--- src/rtl/cpu_mem_pkg.sv ---
// Shared definitions for the memory-stage initiator: request opcodes,
// word-RAM control constants and the sequencing FSM state encoding.
package cpu_mem_pkg;

  typedef enum logic [1:0] {
    OP_LW = 2'b00,
    OP_SW = 2'b01,
    OP_LB = 2'b10,
    OP_SB = 2'b11
  } req_op_e;

  localparam logic [1:0] MEM_OP_NONE  = 2'b00;
  localparam logic [1:0] MEM_OP_READ  = 2'b01;
  localparam logic [1:0] MEM_OP_WRITE = 2'b10;

  localparam logic [2:0] MEM_STAGE      = 3'b011;
  localparam logic [2:0] MEM_STAGE_IDLE = 3'b000;

  typedef enum logic [2:0] {
    ST_IDLE  = 3'd0,
    ST_RD    = 3'd1,
    ST_CAP   = 3'd2,
    ST_MERGE = 3'd3,
    ST_WR    = 3'd4,
    ST_RESP  = 3'd5
  } mac_state_e;

  // True for the two opcodes that return data from memory.
  function automatic logic is_load(input req_op_e op);
    return (op == OP_LW) || (op == OP_LB);
  endfunction

endpackage

--- src/rtl/mem_byte_lane.sv ---
// Byte-lane helper on a little-endian 16-bit word: extracts one byte with
// sign extension for byte loads, and splices a new byte into the word for
// the read-modify-write of byte stores.
module mem_byte_lane (
  input  logic [15:0] word,
  input  logic        sel,
  input  logic [7:0]  byte_in,
  output logic [15:0] ext,
  output logic [15:0] merged
);

  logic [7:0] lane;

  // Pick the addressed byte, widen it with its sign bit, and build the word
  // with only the addressed lane replaced.
  always_comb begin
    lane   = sel ? word[15:8] : word[7:0];
    ext    = {{8{lane[7]}}, lane};
    merged = sel ? {byte_in, word[7:0]} : {word[15:8], byte_in};
  end

endmodule

--- src/rtl/mem_access_ctrl.sv ---
// Memory-stage initiator: takes one load/store at a time, drives the word
// RAM for one access cycle per RD/WR state, adds sign-extended byte loads and
// read-modify-write byte stores, and rejects misaligned or out-of-range
// requests without issuing any RAM cycle.
module mem_access_ctrl
  import cpu_mem_pkg::*;
#(
  parameter int unsigned DEPTH_WORDS = 1024
) (
  input  logic        clk,
  input  logic        rst_n,
  input  logic        req_valid,
  output logic        req_ready,
  input  logic [1:0]  req_op,
  input  logic [15:0] req_addr,
  input  logic [15:0] req_wdata,
  output logic        rsp_valid,
  input  logic        rsp_ready,
  output logic [15:0] rsp_data,
  output logic        rsp_err,
  output logic [15:0] mem_address,
  output logic [15:0] mem_write_data,
  output logic [1:0]  mem_op,
  output logic [2:0]  mem_state,
  input  logic [15:0] mem_read_data
);

  mac_state_e  state;
  req_op_e     op_q;
  logic        byte_sel_q;
  logic [7:0]  byte_wdata_q;

  logic [31:0] word_idx;
  logic        misaligned;
  logic        out_of_range;
  logic [15:0] lane_ext;
  logic [15:0] lane_merged;

  // Request screening; only consulted at the accept edge in IDLE, so none of
  // this reaches an output without passing through a register.
  assign word_idx     = {17'd0, req_addr[15:1]};
  assign misaligned   = ((req_op == OP_LW) || (req_op == OP_SW)) && req_addr[0];
  assign out_of_range = (word_idx >= DEPTH_WORDS);

  assign req_ready = (state == ST_IDLE);

  mem_byte_lane u_lane (
    .word    (mem_read_data),
    .sel     (byte_sel_q),
    .byte_in (byte_wdata_q),
    .ext     (lane_ext),
    .merged  (lane_merged)
  );

  // Sequencing FSM; every RAM and response output is registered here and is
  // set on the edge that enters the state it belongs to. rsp_valid trails
  // entry to RESP by one cycle so the response is fully settled before it is
  // offered, and is only ever handshaken while it is already high.
  always_ff @(posedge clk or negedge rst_n) begin
    if (!rst_n) begin
      state          <= ST_IDLE;
      op_q           <= OP_LW;
      byte_sel_q     <= 1'b0;
      byte_wdata_q   <= 8'd0;
      mem_address    <= 16'd0;
      mem_write_data <= 16'd0;
      mem_op         <= MEM_OP_NONE;
      mem_state      <= MEM_STAGE_IDLE;
      rsp_valid      <= 1'b0;
      rsp_data       <= 16'd0;
      rsp_err        <= 1'b0;
    end else begin
      mem_op    <= MEM_OP_NONE;
      mem_state <= MEM_STAGE_IDLE;
      case (state)
        ST_IDLE: begin
          if (req_valid) begin
            op_q         <= req_op_e'(req_op);
            byte_sel_q   <= req_addr[0];
            byte_wdata_q <= req_wdata[7:0];
            if (misaligned || out_of_range) begin
              rsp_err  <= 1'b1;
              rsp_data <= 16'd0;
              state    <= ST_RESP;
            end else begin
              mem_address <= {1'b0, req_addr[15:1]};
              mem_state   <= MEM_STAGE;
              if (req_op == OP_SW) begin
                mem_op         <= MEM_OP_WRITE;
                mem_write_data <= req_wdata;
                state          <= ST_WR;
              end else begin
                mem_op <= MEM_OP_READ;
                state  <= ST_RD;
              end
            end
          end
        end
        ST_RD: begin
          state <= is_load(op_q) ? ST_CAP : ST_MERGE;
        end
        ST_CAP: begin
          rsp_data <= (op_q == OP_LW) ? mem_read_data : lane_ext;
          rsp_err  <= 1'b0;
          state    <= ST_RESP;
        end
        ST_MERGE: begin
          mem_write_data <= lane_merged;
          mem_op         <= MEM_OP_WRITE;
          mem_state      <= MEM_STAGE;
          state          <= ST_WR;
        end
        ST_WR: begin
          rsp_data <= 16'd0;
          rsp_err  <= 1'b0;
          state    <= ST_RESP;
        end
        ST_RESP: begin
          if (!rsp_valid) begin
            rsp_valid <= 1'b1;
          end else if (rsp_ready) begin
            rsp_valid <= 1'b0;
            rsp_data  <= 16'd0;
            rsp_err   <= 1'b0;
            state     <= ST_IDLE;
          end
        end
        default: state <= ST_IDLE;
      endcase
    end
  end

endmodule

--- config.mk ---
export PLATFORM = sky130hd
export DESIGN_NAME = mem_access_ctrl
export DESIGN_NICKNAME = d
export VERILOG_FILES = /design/src/rtl/cpu_mem_pkg.sv /design/src/rtl/mem_byte_lane.sv /design/src/rtl/mem_access_ctrl.sv
export SDC_FILE = /design/constraint.sdc
export NUM_CORES = 1
export LEC_CHECK = 0
export CORE_ASPECT_RATIO = 0.8
export CORE_UTILIZATION = 40
export CTS_CLUSTER_SIZE = 8
export DETAILED_ROUTE_END_ITERATION = 7
export PLACE_DENSITY = 0.81
export SYNTH_ARGS = -nofsm -noshare
export SYNTH_HDL_FRONTEND = slang
export SYNTH_HIERARCHICAL = 1
export SYNTH_SLANG_ARGS = --single-unit
--- constraint.sdc ---
create_clock -name clk -period 1.9 [get_ports clk]
set_input_delay 0.38 -clock clk [delete_from_list [all_inputs] [get_ports clk]]
set_output_delay 0.38 -clock clk [all_outputs]
set_load 0.03 [all_outputs]
==> results.ini <==
[global_routing]
grt_use_total = 0.1891
antenna_found_initial = 0
grt_overflow_total = 0
grt_pass1_wl_um = 13040
grt_start_max_net_pins = 34
grt_pass1_vias = 2557

[timing]
fin_ws_ns = 0.08924
holdWs_ns = 0.4848
setup_tns_ns = 0
setup_viol_count_final = 0
rsz0062_at_grt = false
max_freq_mhz = 552.3
finalClockSkew_ns = 0.005705
fin_crit_sh = 0.9530
finalCriticalPeriod_ns = 1.811
maxSlewViolCount = 0
hold_violations = 0

[synth]
synth_xor_area_frac = 0.002551
synth_fa_ha_area_frac = 0
synth_top_area_frac = 0.4810
synthCells = 243
synth_top_family_by_area = multiplexers
synth.avg_cell_area_um2 = 14.13
syn_area_um2 = 3433
postSynth.topFlopCell = dfrtp_1
post_synth_num_cell_types = 35
synth-seq-area-share = 0.4810
synth_warnings = 6
ys_ff_latch = 66
yosys-top-cells-count = 66 x dfrtp_1, 48 x mux2_2, 29 x mux2_4
synth-compound-area-share = 0.06596
synth_edf_count = 0
synthArstFlopShare = 1.000
synth_area_leaders = dfrtp_1 48%, mux2_2 16%, mux2_4 13%, mux2i_1 4.7%, o2bb2ai_1 4.3%
post-synth-top-count-cell = dfrtp_1
synth_top_area_cell = dfrtp_1
yosys-mux-area-fraction = 0.3309
synth_simple_gate_area_frac = 0.06086

[routing]
drcViolationCount = 0
wl_per_cell_um = 16.65
drt-total-wl_um = 7858
routed_via_density = 5.021
vias = 2370
first_pass_iters = 4
ant_nets = 0
drt_iter0_drc = 81

[floorplan]
rows = 29
fp.coreArea_um2 = 8128
io_pins = 110
die-area_um2 = 8960
die_w_um = 105.6
fp.dieH_um = 84.87
start_util = 0.4224

[run]
cap_violations = 0

[finish]
n_fill_cell = 673
nNetsFinal = 413
antenna-diode-count = 0
syn_to_final_growth_pct = 42.06
final_layout_size_suffix_gt1_frac = 0.3352

[setup_path]
worstPathArrival_ns = 1.43
worstPathRequired_ns = 1.52
start_kind = flop
reg2reg_slack_ns = 0.13
endpoint_kind = output pin
path_max_fanout = 6
crit_type = flop to output pin

[worst_hold_path]
hold_path_class = flop to flop

[clock_network]
clk_latency_ns = 0.34
cts_num_sinks = 66
clkTransAtPathRegs_ns = 0.07
cts_tree = built
post_cts_buffers = 0
htree_levels = 3
cts_root_buffer = clkbuf_8
cts_buffer_depth = 2
cts-buffers-inserted = 9

[status]
outcome = completed

[placed_design]
routabilityCongestion = 0.9015
port_buffers = 107
post-place-ws_ns = -0.2539
place_hpwl_um = 5825

[pwr]
power_density_nw_per_um2 = 1540
power_leakage_nw = 2.120
ir_worst_vdd_mv = 1.068

-- kinds of logic after synthesis --
kind of cell	after synthesis
simple gates	30
compound gates	27
flops	66
xor+xnor	1
buf+inv	25
mux	93
other cells	1
-- worst paths after layout --
kind                                             start                       endpoint  cells past startpoint
max                               state[2]$_DFFE_PN0P_                      req_ready                      3
min                        mem_address[14]$_DFFE_PN0P_    mem_address[14]$_DFFE_PN0P_                      1
max reg2reg                       state[2]$_DFFE_PN0P_  mem_write_data[4]$_DFFE_PN0P_                      5
min reg2reg                mem_address[14]$_DFFE_PN0P_    mem_address[14]$_DFFE_PN0P_                      1
max in group asynchronous                        rst_n    mem_address[14]$_DFFE_PN0P_                      3
min in group asynchronous                        rst_n        rsp_data[7]$_DFFE_PN0P_                      2
-- where the power goes --
group	total [W]	internal (W)	switching (W)	leakage (nW)
combinational	0.00392	0.00203	0.00190	1.16
clock	0.00130	0.000771	0.000534	0.109
sequential	0.00228	0.00192	0.000362	0.852
total	0.00751	0.00472	0.00279	2.12
-- worst max-delay path, stage by stage, from the launching register on --
cell and delay [ns]:
dfrtp_1 0.47, buf_4 0.20, nor3_1 0.21, buf_4 0.21
-- layer usage --
layer | vias up | GRT usage | wire (um)
li1 | 1112 | - | -
met1 | 1154 | 0.2413 | 3533
met2 | 94 | 0.2990 | 3554
met3 | 10 | 0.07373 | 683
met4 | 0 | 0.05682 | 88
met5 | - | 0 | 0
-- per-stage QoR --
stage | area, um2 | total power, W | utilization | instances
after CTS | 4877 | 0.007599 | 0.6001 | 472
after floorplan | 3445 | 0.005022 | - | 244
final | 4877 | 0.007511 | 0.6001 | 472
after detailed placement | 4648 | 0.006248 | 0.5719 | 455
after global routing | 4877 | 0.007925 | 0.6001 | 472
after global placement | 4648 | 0.006156 | 0.5719 | 455
-- area by class of cell --
| type | instances | area [um2] | share of cell area |
|---|---|---|---|
| clock inverter | 5 | 77.57 | 0.01591 |
| timing repair buffer | 129 | 1281 | 0.2627 |
| multi-input combinational | 153 | 1590 | 0.3261 |
| sequential | 66 | 1652 | 0.3386 |
| clock buffer | 11 | 141.4 | 0.02899 |
| tap | 108 | 135.1 | 0.02771 |
-- registers in the layout, indices dropped and copies added, names as in the netlist --
name and flops:
rsp_data 16, op_q 2, rsp_valid 1, byte_wdata_q 8, mem_write_data 16, mem_address 15
state 3, byte_sel_q 1, mem_state 1, mem_op 2, rsp_err 1
-- what timing repair did --
item                                   in CTS  in global routing
resized for setup                           0                  0
hold buffers                                1                  0
setup endpoints to repair                   0                  0
endpoints found under the hold margin      17                  0
-- cell usage in the layout (no fill, tap or decap), types with 2 or more instances in the layout --
cell type	synthesis	final
clkbuf_8	0	10
bufinv_16	0	2
mux2_4	29	29
buf_12	2	4
a21oi_1	2	2
mux2_2	48	48
and2_1	6	6
nand2b_1	3	3
clkdlybuf4s50_1	0	105
clkinv_2	0	2
conb_1	1	2
nand3_1	2	2
o2bb2ai_1	17	17
o21ai_0	3	3
mux2i_1	16	16
nor2_1	4	3
dfrtp_1	66	66
nor2b_1	2	2
nand2_1	4	4
buf_4	13	18
Power figures use the tool's default switching activity.
